===== config.mk =====
export PLATFORM = sky130hd
export DESIGN_NAME = ahb_protocol_monitor
export DESIGN_NICKNAME = d
export VERILOG_FILES = /design/src/rtl/ahb_protocol_monitor.sv
export SDC_FILE = /design/constraint.sdc
export NUM_CORES = 1
export LEC_CHECK = 0
export CAP_MARGIN = 25
export CORE_MARGIN = 10
export CORE_UTILIZATION = 51
export DETAILED_ROUTE_END_ITERATION = 10
export PLACE_DENSITY = 0.78
export SETUP_SLACK_MARGIN = 0.02
export SYNTH_ARGS = -nofsm -noshare
export SYNTH_HDL_FRONTEND = slang
export SYNTH_SLANG_ARGS = --single-unit

===== constraint.sdc =====
create_clock -name HCLK -period 4 [get_ports HCLK]
set_input_delay 0.4 -clock HCLK [delete_from_list [all_inputs] [get_ports HCLK]]
set_output_delay 0.4 -clock HCLK [all_outputs]
set_load 0.02 [all_outputs]

===== src/rtl/ahb_protocol_monitor.sv =====
// Passive AHB-Lite protocol monitor: burst tracking FSM, sequencing/control/size/alignment checks, counters.
// Latency: err_*/burst_done registered (1 cycle after the sample); burst_active/beat_count/counters on the FSM edge.
// Backpressure: none exerted; cycles with HREADY=0 are not samples and are ignored completely.
//
// Ports: HCLK/HRESETn (async active-low); AHB-Lite bus inputs HADDR/HTRANS/HWRITE/HSIZE/HBURST/HREADY/HRESP;
//        err_valid/err_code/err_addr report the lowest-coded violation of a sample; burst_active, burst_done,
//        beat_count describe the current burst; xfer_count/err_count are saturating totals.
// Optional build macro AHB_MON_TRACE_EN adds a simulation-only text trace; outputs are unaffected by it.
module ahb_protocol_monitor #(
    parameter int AHB_DATA_WIDTH    = 64,
    parameter int AHB_ADDRESS_WIDTH = 32,
    parameter int CNT_WIDTH         = 16,
    parameter int MAX_UNDEF_LEN     = 25
) (
    input  logic                         HCLK,
    input  logic                         HRESETn,
    input  logic [AHB_ADDRESS_WIDTH-1:0] HADDR,
    input  logic [1:0]                   HTRANS,
    input  logic                         HWRITE,
    input  logic [2:0]                   HSIZE,
    input  logic [2:0]                   HBURST,
    input  logic                         HREADY,
    input  logic                         HRESP,
    output logic                         err_valid,
    output logic [3:0]                   err_code,
    output logic [AHB_ADDRESS_WIDTH-1:0] err_addr,
    output logic                         burst_active,
    output logic                         burst_done,
    output logic [4:0]                   beat_count,
    output logic [CNT_WIDTH-1:0]         xfer_count,
    output logic [CNT_WIDTH-1:0]         err_count
);

    localparam int AW       = AHB_ADDRESS_WIDTH;
    localparam int MAX_SIZE = $clog2(AHB_DATA_WIDTH / 8);

    localparam logic [1:0] S_IDLE   = 2'd0;
    localparam logic [1:0] S_ACTIVE = 2'd1;
    localparam logic [1:0] S_BUSY   = 2'd2;

    localparam logic [1:0] HT_IDLE   = 2'b00;
    localparam logic [1:0] HT_BUSY   = 2'b01;
    localparam logic [1:0] HT_NONSEQ = 2'b10;
    localparam logic [1:0] HT_SEQ    = 2'b11;

    localparam logic [2:0] HB_SINGLE = 3'b000;
    localparam logic [2:0] HB_INCR   = 3'b001;

    // Address of the beat following addr; WRAP bursts fold back inside a beats*size window.
    function automatic logic [AW-1:0] calc_next(input logic [AW-1:0] addr,
                                                 input logic [2:0]    size,
                                                 input logic [2:0]    burst);
        logic [AW-1:0] sz;
        logic [AW-1:0] wmask;
        sz = AW'(1) << size;
        case (burst)
            3'b010:  wmask = (sz << 2) - AW'(1);
            3'b100:  wmask = (sz << 3) - AW'(1);
            3'b110:  wmask = (sz << 4) - AW'(1);
            default: wmask = '0;
        endcase
        if (wmask != '0)
            return (addr & ~wmask) | ((addr + sz) & wmask);
        return addr + sz;
    endfunction

    // SEQ beats still owed after the NONSEQ beat (undefined INCR never ends on its own).
    function automatic logic [3:0] seq_beats(input logic [2:0] burst);
        case (burst)
            3'b010, 3'b011: return 4'd3;
            3'b100, 3'b101: return 4'd7;
            3'b110, 3'b111: return 4'd15;
            default:        return 4'd0;
        endcase
    endfunction

    logic [1:0]           state_q, state_d;
    logic                 lat_write_q, lat_write_d;
    logic [2:0]           lat_size_q, lat_size_d;
    logic [2:0]           lat_burst_q, lat_burst_d;
    logic [3:0]           beats_left_q, beats_left_d;
    logic [4:0]           beat_count_q, beat_count_d;
    logic [AW-1:0]        exp_addr_q, exp_addr_d;
    logic [AW-11:0]       prev_page_q, prev_page_d;
    logic [CNT_WIDTH-1:0] xfer_count_q, xfer_count_d;
    logic [CNT_WIDTH-1:0] err_count_q, err_count_d;
    logic                 err_valid_q, err_valid_d;
    logic [3:0]           err_code_q, err_code_d;
    logic [AW-1:0]        err_addr_q, err_addr_d;
    logic                 burst_done_q, burst_done_d;

    logic          is_idle, is_busy, is_nonseq, is_seq, accepted, in_burst, seq_in_burst;
    logic [AW-1:0] sz_mask;
    logic          chk_idle_seq, chk_addr, chk_ctrl, chk_early_end;
    logic          chk_size, chk_align, chk_1kb, chk_undef_len;

    assign is_idle      = (HTRANS == HT_IDLE);
    assign is_busy      = (HTRANS == HT_BUSY);
    assign is_nonseq    = (HTRANS == HT_NONSEQ);
    assign is_seq       = (HTRANS == HT_SEQ);
    assign accepted     = is_nonseq || is_seq;
    assign in_burst     = (state_q != S_IDLE);
    assign seq_in_burst = in_burst && is_seq;
    assign sz_mask      = (AW'(1) << HSIZE) - AW'(1);

    assign chk_idle_seq  = !in_burst && (is_seq || is_busy);
    assign chk_addr      = seq_in_burst && (HADDR != exp_addr_q);
    assign chk_ctrl      = seq_in_burst && ((HWRITE != lat_write_q) || (HSIZE != lat_size_q) ||
                                            (HBURST != lat_burst_q));
    // A slave ERROR response legitimately cancels the rest of a fixed burst.
    assign chk_early_end = in_burst && (lat_burst_q != HB_INCR) && (beats_left_q != 4'd0) &&
                           (is_idle || is_nonseq) && !HRESP;
    assign chk_size      = accepted && (HSIZE > 3'(MAX_SIZE));
    assign chk_align     = accepted && ((HADDR & sz_mask) != '0);
    // All INCR-family encodings have HBURST[0] set.
    assign chk_1kb       = seq_in_burst && lat_burst_q[0] && (HADDR[AW-1:10] != prev_page_q);
    assign chk_undef_len = seq_in_burst && (lat_burst_q == HB_INCR) &&
                           (int'(beat_count_q) >= MAX_UNDEF_LEN);

    always_comb begin
        state_d      = state_q;
        lat_write_d  = lat_write_q;
        lat_size_d   = lat_size_q;
        lat_burst_d  = lat_burst_q;
        beats_left_d = beats_left_q;
        beat_count_d = beat_count_q;
        exp_addr_d   = exp_addr_q;
        prev_page_d  = prev_page_q;
        xfer_count_d = xfer_count_q;
        err_count_d  = err_count_q;
        err_valid_d  = 1'b0;
        err_code_d   = 4'd0;
        err_addr_d   = '0;
        burst_done_d = 1'b0;

        if (HREADY) begin
            if      (chk_idle_seq)  err_code_d = 4'd1;
            else if (chk_addr)      err_code_d = 4'd2;
            else if (chk_ctrl)      err_code_d = 4'd3;
            else if (chk_early_end) err_code_d = 4'd4;
            else if (chk_size)      err_code_d = 4'd5;
            else if (chk_align)     err_code_d = 4'd6;
            else if (chk_1kb)       err_code_d = 4'd7;
            else if (chk_undef_len) err_code_d = 4'd8;

            if (err_code_d != 4'd0) begin
                err_valid_d = 1'b1;
                err_addr_d  = HADDR;
                if (err_count_q != {CNT_WIDTH{1'b1}})
                    err_count_d = err_count_q + CNT_WIDTH'(1);
            end

            if (accepted && (xfer_count_q != {CNT_WIDTH{1'b1}}))
                xfer_count_d = xfer_count_q + CNT_WIDTH'(1);

            if (is_nonseq) begin
                // NONSEQ always opens a new burst, whatever state we were in.
                state_d      = (HBURST == HB_SINGLE) ? S_IDLE : S_ACTIVE;
                burst_done_d = (HBURST == HB_SINGLE);
                lat_write_d  = HWRITE;
                lat_size_d   = HSIZE;
                lat_burst_d  = HBURST;
                beats_left_d = seq_beats(HBURST);
                beat_count_d = 5'd1;
                exp_addr_d   = calc_next(HADDR, HSIZE, HBURST);
                prev_page_d  = HADDR[AW-1:10];
            end else if (in_burst) begin
                if (is_seq) begin
                    state_d = S_ACTIVE;
                    if (beat_count_q != 5'd31)
                        beat_count_d = beat_count_q + 5'd1;
                    // Built from the observed HADDR, so a bad address resynchronises the tracker.
                    exp_addr_d  = calc_next(HADDR, lat_size_q, lat_burst_q);
                    prev_page_d = HADDR[AW-1:10];
                    if (lat_burst_q != HB_INCR) begin
                        beats_left_d = beats_left_q - 4'd1;
                        if (beats_left_q == 4'd1) begin
                            state_d      = S_IDLE;
                            burst_done_d = 1'b1;
                        end
                    end
                end else if (is_busy) begin
                    state_d = S_BUSY;
                end else begin
                    state_d = S_IDLE;
                end
            end
        end
    end

    always_ff @(posedge HCLK or negedge HRESETn) begin
        if (!HRESETn) begin
            state_q      <= S_IDLE;
            lat_write_q  <= 1'b0;
            lat_size_q   <= 3'd0;
            lat_burst_q  <= 3'd0;
            beats_left_q <= 4'd0;
            beat_count_q <= 5'd0;
            exp_addr_q   <= '0;
            prev_page_q  <= '0;
            xfer_count_q <= '0;
            err_count_q  <= '0;
            err_valid_q  <= 1'b0;
            err_code_q   <= 4'd0;
            err_addr_q   <= '0;
            burst_done_q <= 1'b0;
        end else begin
            state_q      <= state_d;
            lat_write_q  <= lat_write_d;
            lat_size_q   <= lat_size_d;
            lat_burst_q  <= lat_burst_d;
            beats_left_q <= beats_left_d;
            beat_count_q <= beat_count_d;
            exp_addr_q   <= exp_addr_d;
            prev_page_q  <= prev_page_d;
            xfer_count_q <= xfer_count_d;
            err_count_q  <= err_count_d;
            err_valid_q  <= err_valid_d;
            err_code_q   <= err_code_d;
            err_addr_q   <= err_addr_d;
            burst_done_q <= burst_done_d;
        end
    end

    assign err_valid    = err_valid_q;
    assign err_code     = err_code_q;
    assign err_addr     = err_addr_q;
    assign burst_active = (state_q != S_IDLE);
    assign burst_done   = burst_done_q;
    assign beat_count   = beat_count_q;
    assign xfer_count   = xfer_count_q;
    assign err_count    = err_count_q;

`ifdef AHB_MON_TRACE_EN
    function automatic string trans_name(input logic [1:0] t);
        case (t)
            2'b00:   return "IDLE";
            2'b01:   return "BUSY";
            2'b10:   return "NONSEQ";
            default: return "SEQ";
        endcase
    endfunction

    function automatic string burst_name(input logic [2:0] b);
        case (b)
            3'b000:  return "SINGLE";
            3'b001:  return "INCR";
            3'b010:  return "WRAP4";
            3'b011:  return "INCR4";
            3'b100:  return "WRAP8";
            3'b101:  return "INCR8";
            3'b110:  return "WRAP16";
            default: return "INCR16";
        endcase
    endfunction

    function automatic string size_name(input logic [2:0] s);
        case (s)
            3'd0:    return "BYTE";
            3'd1:    return "HALF";
            3'd2:    return "WORD";
            3'd3:    return "DWORD";
            3'd4:    return "4WORD";
            3'd5:    return "8WORD";
            3'd6:    return "512BIT";
            default: return "1024BIT";
        endcase
    endfunction

    longint unsigned trace_cyc_q;

    always_ff @(posedge HCLK or negedge HRESETn) begin
        if (!HRESETn) begin
            trace_cyc_q <= 0;
        end else begin
            trace_cyc_q <= trace_cyc_q + 1;
            if (HREADY) begin
                $display("[ahb_mon] cyc=%0d %s %s %s addr=0x%0h write=%0b", trace_cyc_q,
                         trans_name(HTRANS), burst_name(HBURST), size_name(HSIZE), HADDR, HWRITE);
                if (err_valid_d)
                    $display("[ahb_mon] ERROR code=%0d", err_code_d);
            end
        end
    end
`endif

endmodule

# Word-level counts from Yosys, hierarchy flattened
# Cells that the tools add are included.
# classes
n_addsub,13
magnitude_cmp,2
n_eq_ne,23
shift,2
mux,62
n_bitwise,9
n_reduce_logical,44
# op_table
cell,count
$mux 32,15
$pmux 32 s3,2
$sub 32x1->32 const B,6
$and 32x32->32,5
$reduce_bool 32->1,3
$mux 22,3
$add 32x32->32,2
$not 32->32,2
$or 32x32->32,2
$shl 1x3->32 const A,2
$mux 4,14
$add 16x1->16 const B,2
$ne 16x16->1 const B,2
$ne 32x32->1,1
$sub 32x2->32 const B,1
$ne 22x22->1,1
$mux 5,4
$mux 1,19
$eq 3x3->1 const B,6
$logic_and 1x1->1,15
$pmux 4 s3,1
$reduce_bool 2->1,5
$eq 3x2->1 const B,3
$mux 2,4
21 further kinds,35
# totals
regBits,142
input_bits,45
output_inout_bits,76
wordCells,169

# Logic depth before layout (Yosys ltp)
# depth
word_depth,17
depth_mapped,16
depth_no_buf,13

# Worst setup path before layout
# No wires, ideal clock.
# synth_timing
path_type,input port to flip-flop
startpoint,input port HSIZE[1]
endpoint,register exp_addr_q[30]
t_arrival_ps,3875
setup_slack_ps,43
stages,16
path_buffers,3
cell_sequence,clkbuf_1 -> clkbuf_1 -> nor3_1 -> ha_1 -> inv_1 -> fa_1 -> nor2b_1 -> o21ai_0 -> a21boi_0 -> o21ai_0 -> a21oi_1 -> o31ai_1 -> o32a_1 -> clkbuf_1 -> or4b_2 -> a31oi_1
# synth_via
elab_chain_cells,11
word_cells_on_any_way,19
classes_between,4 x add/sub; 1 x shift; 9 x mux; 4 x bitwise; 1 x reduce/logical
# synth_rtl
item,line_no,source
from (decl),20,"input logic [2:0] HSIZE,"
$shl 1x3->32 (*),55,sz = AW'(1) << size;
$sub 32x1->32 (on tied branches),"57, 58, 59",
$pmux 32 s3,56,case (burst)
$mux 32,156,if (is_nonseq) begin
$mux 32,136,if (HREADY) begin
$reduce_bool 32->1 / $not 32->32 (equally long branches),"62, 63",
$mux 1 / $and 32x32->32 (equally long branches),"62, 63",
$mux 1 / $or 32x32->32 (equally long branches),"156, 63",
$mux 1 / $mux 32 (equally long branches),"136, 62",
$mux 32 (*),64,return addr + sz;
$mux 32 (*),156,
to (signal assigned),214,exp_addr_q <= exp_addr_d;
to (decl),83,"logic [AW-1:0] exp_addr_q, exp_addr_d;"
# Every way passes the cells marked *; elsewhere a longest branch is shown, timed or not. The select of a mux whose other input is x is not followed.
# A chain may end at the register's enable or synchronous reset.

# Worst setup path after layout
# layout_timing
startpoint,input port HSIZE[2]
endpoint,"register err_count_q[14], in the netlist err_count[14]"
# layout_via
elab_chain_cells,14
word_cells_on_any_way,20
classes_between,1 x add/sub; 1 x order compare; 1 x eq/ne; 1 x shift; 7 x mux; 1 x bitwise; 8 x reduce/logical
# layout_rtl
item,line_no,source
$shl 1x3->32,104,assign sz_mask = (AW'(1) << HSIZE) - AW'(1);
$sub 32x2->32,104,
$and 32x32->32,114,assign chk_align = accepted && ((HADDR & sz_mask) != '0);
$reduce_bool 32->1,114,
$logic_and 1x1->1,114,
$mux 4,142,else if (chk_align) err_code_d = 4'd6;
$mux 4,141,else if (chk_size) err_code_d = 4'd5;
$mux 4,140,else if (chk_early_end) err_code_d = 4'd4;
$mux 4 (*),139,else if (chk_ctrl) err_code_d = 4'd3;
$mux 4 (*),138,else if (chk_addr) err_code_d = 4'd2;
$mux 4 (*),137,if (chk_idle_seq) err_code_d = 4'd1;
$mux 4 (*),136,
$reduce_bool 4->1 (*),146,if (err_code_d != 4'd0) begin
$reduce_and 3->1 (no line) (*),--,
to (signal assigned),217,err_count_q <= err_count_d;
to (decl),86,"logic [CNT_WIDTH-1:0] err_count_q, err_count_d;"
# Marks and branches as above.

==> reports/qor.yml <==
antenna_found_initial: 0
numPortBuffers: 120
hold_viol_final: 0
synth_area_per_cell_um2: 8.50
dieHeight_um: 153
cp_max_fo: 47
fillers: 1407
synthesis.area_um2: 8990
max_cap_violations: 0
synth-main-ff-cell: "dfrtp_1"
syn_nets: 1134
die_w_um: 153
cts.reportedPaths.clkPinSlew_ns: 0.06
yosysWarnings: 0
grt_pass1_vias: 8126
hold_class: "primary input to asynchronous set/reset pin"
postCtsSetupBuffers: 0
relSlewSlack: 0.190
cts_hold_buf: 0
netlist_instances: 1058
grt_max_degree: 106
drtIter0Drc: 772
finalWirelength_um: 27200
worst_pin_slew_ns: 1.18
crit_type: "primary input to register"
status: "finished clean"
fp-row-count: 48
hpwl_um: 20200
rsz0062_at_grt: "false"
drive_gt1_frac: 0.111
cts.sinks: 142
ys_ff_latch: 142
multi_input_area_um2: 5000
ant_nets: 0
end_kind: "register"
core_um2: 17300
clock_latency_ns: 0.43
maxSlewViolCount: 0
synthArstFlopShare: 1.00
ios: 121
leakage_nw: 4.89
yosysSeqAreaShare: 0.395
finalPower_mw: 5.30
cts_inserted_buffers: 17
drc: 0
drtPass1Iterations: 5
start_util: 0.520
via_per_inst: 5.80
die_area_um2: 23300
r2r_setup_slack_ns: 0.31
hold_slack_ns: 0.0720
antenna_cells: 0
finalCritPeriodShare: 0.924
r2r_cells: 14
grt_pass1_wl_um: 44000
overflow: 0
seq_area_um2: 3550
cp.required_ns: 4.31
setup_viol: 0
num_vias: 8352
fmax_mhz: 271
synthDistinctLibCells: 64
cp.arrival_ns: 4.01
ir_worst_vdd_uv: 340
post-route-min-period_ns: 3.70
wl_per_cell_um: 18.9
nets: 1279
cts_root_buffer: "clkbuf_16"
cp-start-kind: "primary input"
place_congestion: 0.969
ctsHtreeMaxLevel: 4
grtUsageTotal: 0.229
synth_edf_count: 0
clock-skew-final_ns: 0.0155
cts_buffer_depth: 2
tritoncts: "yes"
power.density_nw_per_um2: 465
syn_to_final_growth_pct: 26.9
==> cells in the mapped netlist, types with 10 or more instances <==
library cell,count,share of area
a21oi_1,41,0.023
a31oi_1,18,0.013
and2_1,39,0.027
and3_1,18,0.013
clkbuf_1,63,0.026
dfrtp_1,142,0.40
ha_1,29,0.040
inv_1,35,0.015
nand2_1,167,0.070
nand3_1,32,0.018
nand4_1,30,0.021
nor2_1,60,0.025
nor2b_1,10,0.0070
nor3_1,36,0.020
nor4_1,11,0.0077
o21ai_0,73,0.041
xnor2_1,100,0.097
xor2_1,18,0.018
==> cells by family (layout without fill, tap and decap cells) <==
kind of cell / after synthesis / after routing / share of synthesized area
buf+inv: 111 / 269 / 0.0493
mux: 13 / 13 / 0.0159
flops: 142 / 142 / 0.395
xor+xnor: 118 / 118 / 0.115
fa+ha+maj: 31 / 31 / 0.0448
simple gates: 439 / 439 / 0.238
compound gates: 204 / 204 / 0.142
==> sequential cells by signal, summed over array words and instances, names as in the netlist <==
name          count
xfer_count       16
lat_burst_q       3
state_q           2
err_addr         32
exp_addr_q       32
beats_left_q      4
err_valid         1
burst_done        1
prev_page_q      22
err_count        16
beat_count        5
err_code          4
lat_write_q       1
lat_size_q        3
==> cells in the final DEF (no fill, tap or decap), drive strengths merged, types with 3 or more instances in the layout <==
cell	netlist	routed
a21o	9	9
bufinv	0	3
or4b	5	5
clkinv	1	7
nand2b	9	9
a31oi	18	18
and3	18	18
or2	3	3
nor4	12	12
or3	5	5
inv	35	36
nand2	168	168
o21a	3	3
nand3	32	32
clkbuf	63	20
o22ai	4	4
dfrtp	142	142
ha	29	29
o31ai	5	5
clkdlybuf4s50	0	119
nor3	36	36
nor2	60	60
or4	5	5
xor2	18	18
a21boi	4	4
o21ai	73	73
nor2b	10	10
a21oi	41	41
mux2i	6	6
o211ai	5	5
a211o	3	3
a211oi	6	6
a221oi	3	3
mux2	7	7
nand4	30	30
buf	12	82
a22oi	8	8
xnor2	100	100
and2	39	39
o32ai	6	6
==> metrics by stage <==
stage / area (um^2) / setup TNS (ns) / utilization / setup slack, ns / cells
detailed placement: 10800 / -1.95 / 0.625 / -0.149 / 1409
CTS: 11400 / 0 / 0.659 / 0.264 / 1441
finish: 11400 / 0 / 0.659 / 0.304 / 1441
floorplan: 8990 / 0 / - / 0.0430 / 1058
global placement: 10800 / -0.332 / 0.625 / -0.101 / 1409
global route: 11400 / 0 / 0.659 / 0.0222 / 1441
==> final cells by class <==
| type | instances | share of cell area |
|---|---|---|
| inverter | 36 | 0.0118 |
| multi-input combinational | 805 | 0.438 |
| clock inverter | 12 | 0.0143 |
| tap | 225 | 0.0247 |
| sequential | 142 | 0.312 |
| clock buffer | 20 | 0.0383 |
| timing repair buffer | 201 | 0.161 |
==> layer usage <==
metal	up-vias	part of all wire	track usage
li1	3958	-	-
met1	4007	0.43	0.303
met2	333	0.47	0.369
met3	54	0.070	0.0426
met4	0	0.023	0.0745
met5	-	0	0
==> power by group <==
part	internal (mW)	total, mW	switching, mW
combinational	0.785	1.70	0.919
clock	0.986	1.63	0.648
sequential	1.71	1.96	0.253
total	3.48	5.30	1.82
==> critical path: stages <==
cell and delay (ns):
clkdlybuf4s50_1 0.45, buf_4 0.16, nor2_1 0.15, nand2_1 0.12
buf_4 0.15, ha_1 0.30, o22ai_1 0.08, or4_1 0.50
o41ai_2 0.46, nand2b_1 0.16, nor4_2 0.33, a311o_2 0.21
buf_12 0.22, nand4_1 0.16, xnor2_1 0.16
==> final timing paths <==
| path | startpoint | endpoint |
|---|---|---|
| max in group asynchronous | HRESETn | exp_addr_q[12] |
| hold reg to reg | xfer_count[15] | xfer_count[15] |
| setup / recovery | HSIZE[2] | err_count[14] |
| min in group HCLK | xfer_count[15] | xfer_count[15] |
| hold / removal | HRESETn | err_count[13] |
| setup reg to reg | lat_size_q[0] | exp_addr_q[16] |
==> timing repair <==
| action | CTS | global route |
|---|---|---|
| setup endpoints to repair | 0 | 6 |
| resized for setup | 0 | 2 |
| endpoints found under the hold margin | 0 | 0 |
Note: power is estimated with default switching activity, not from simulation.
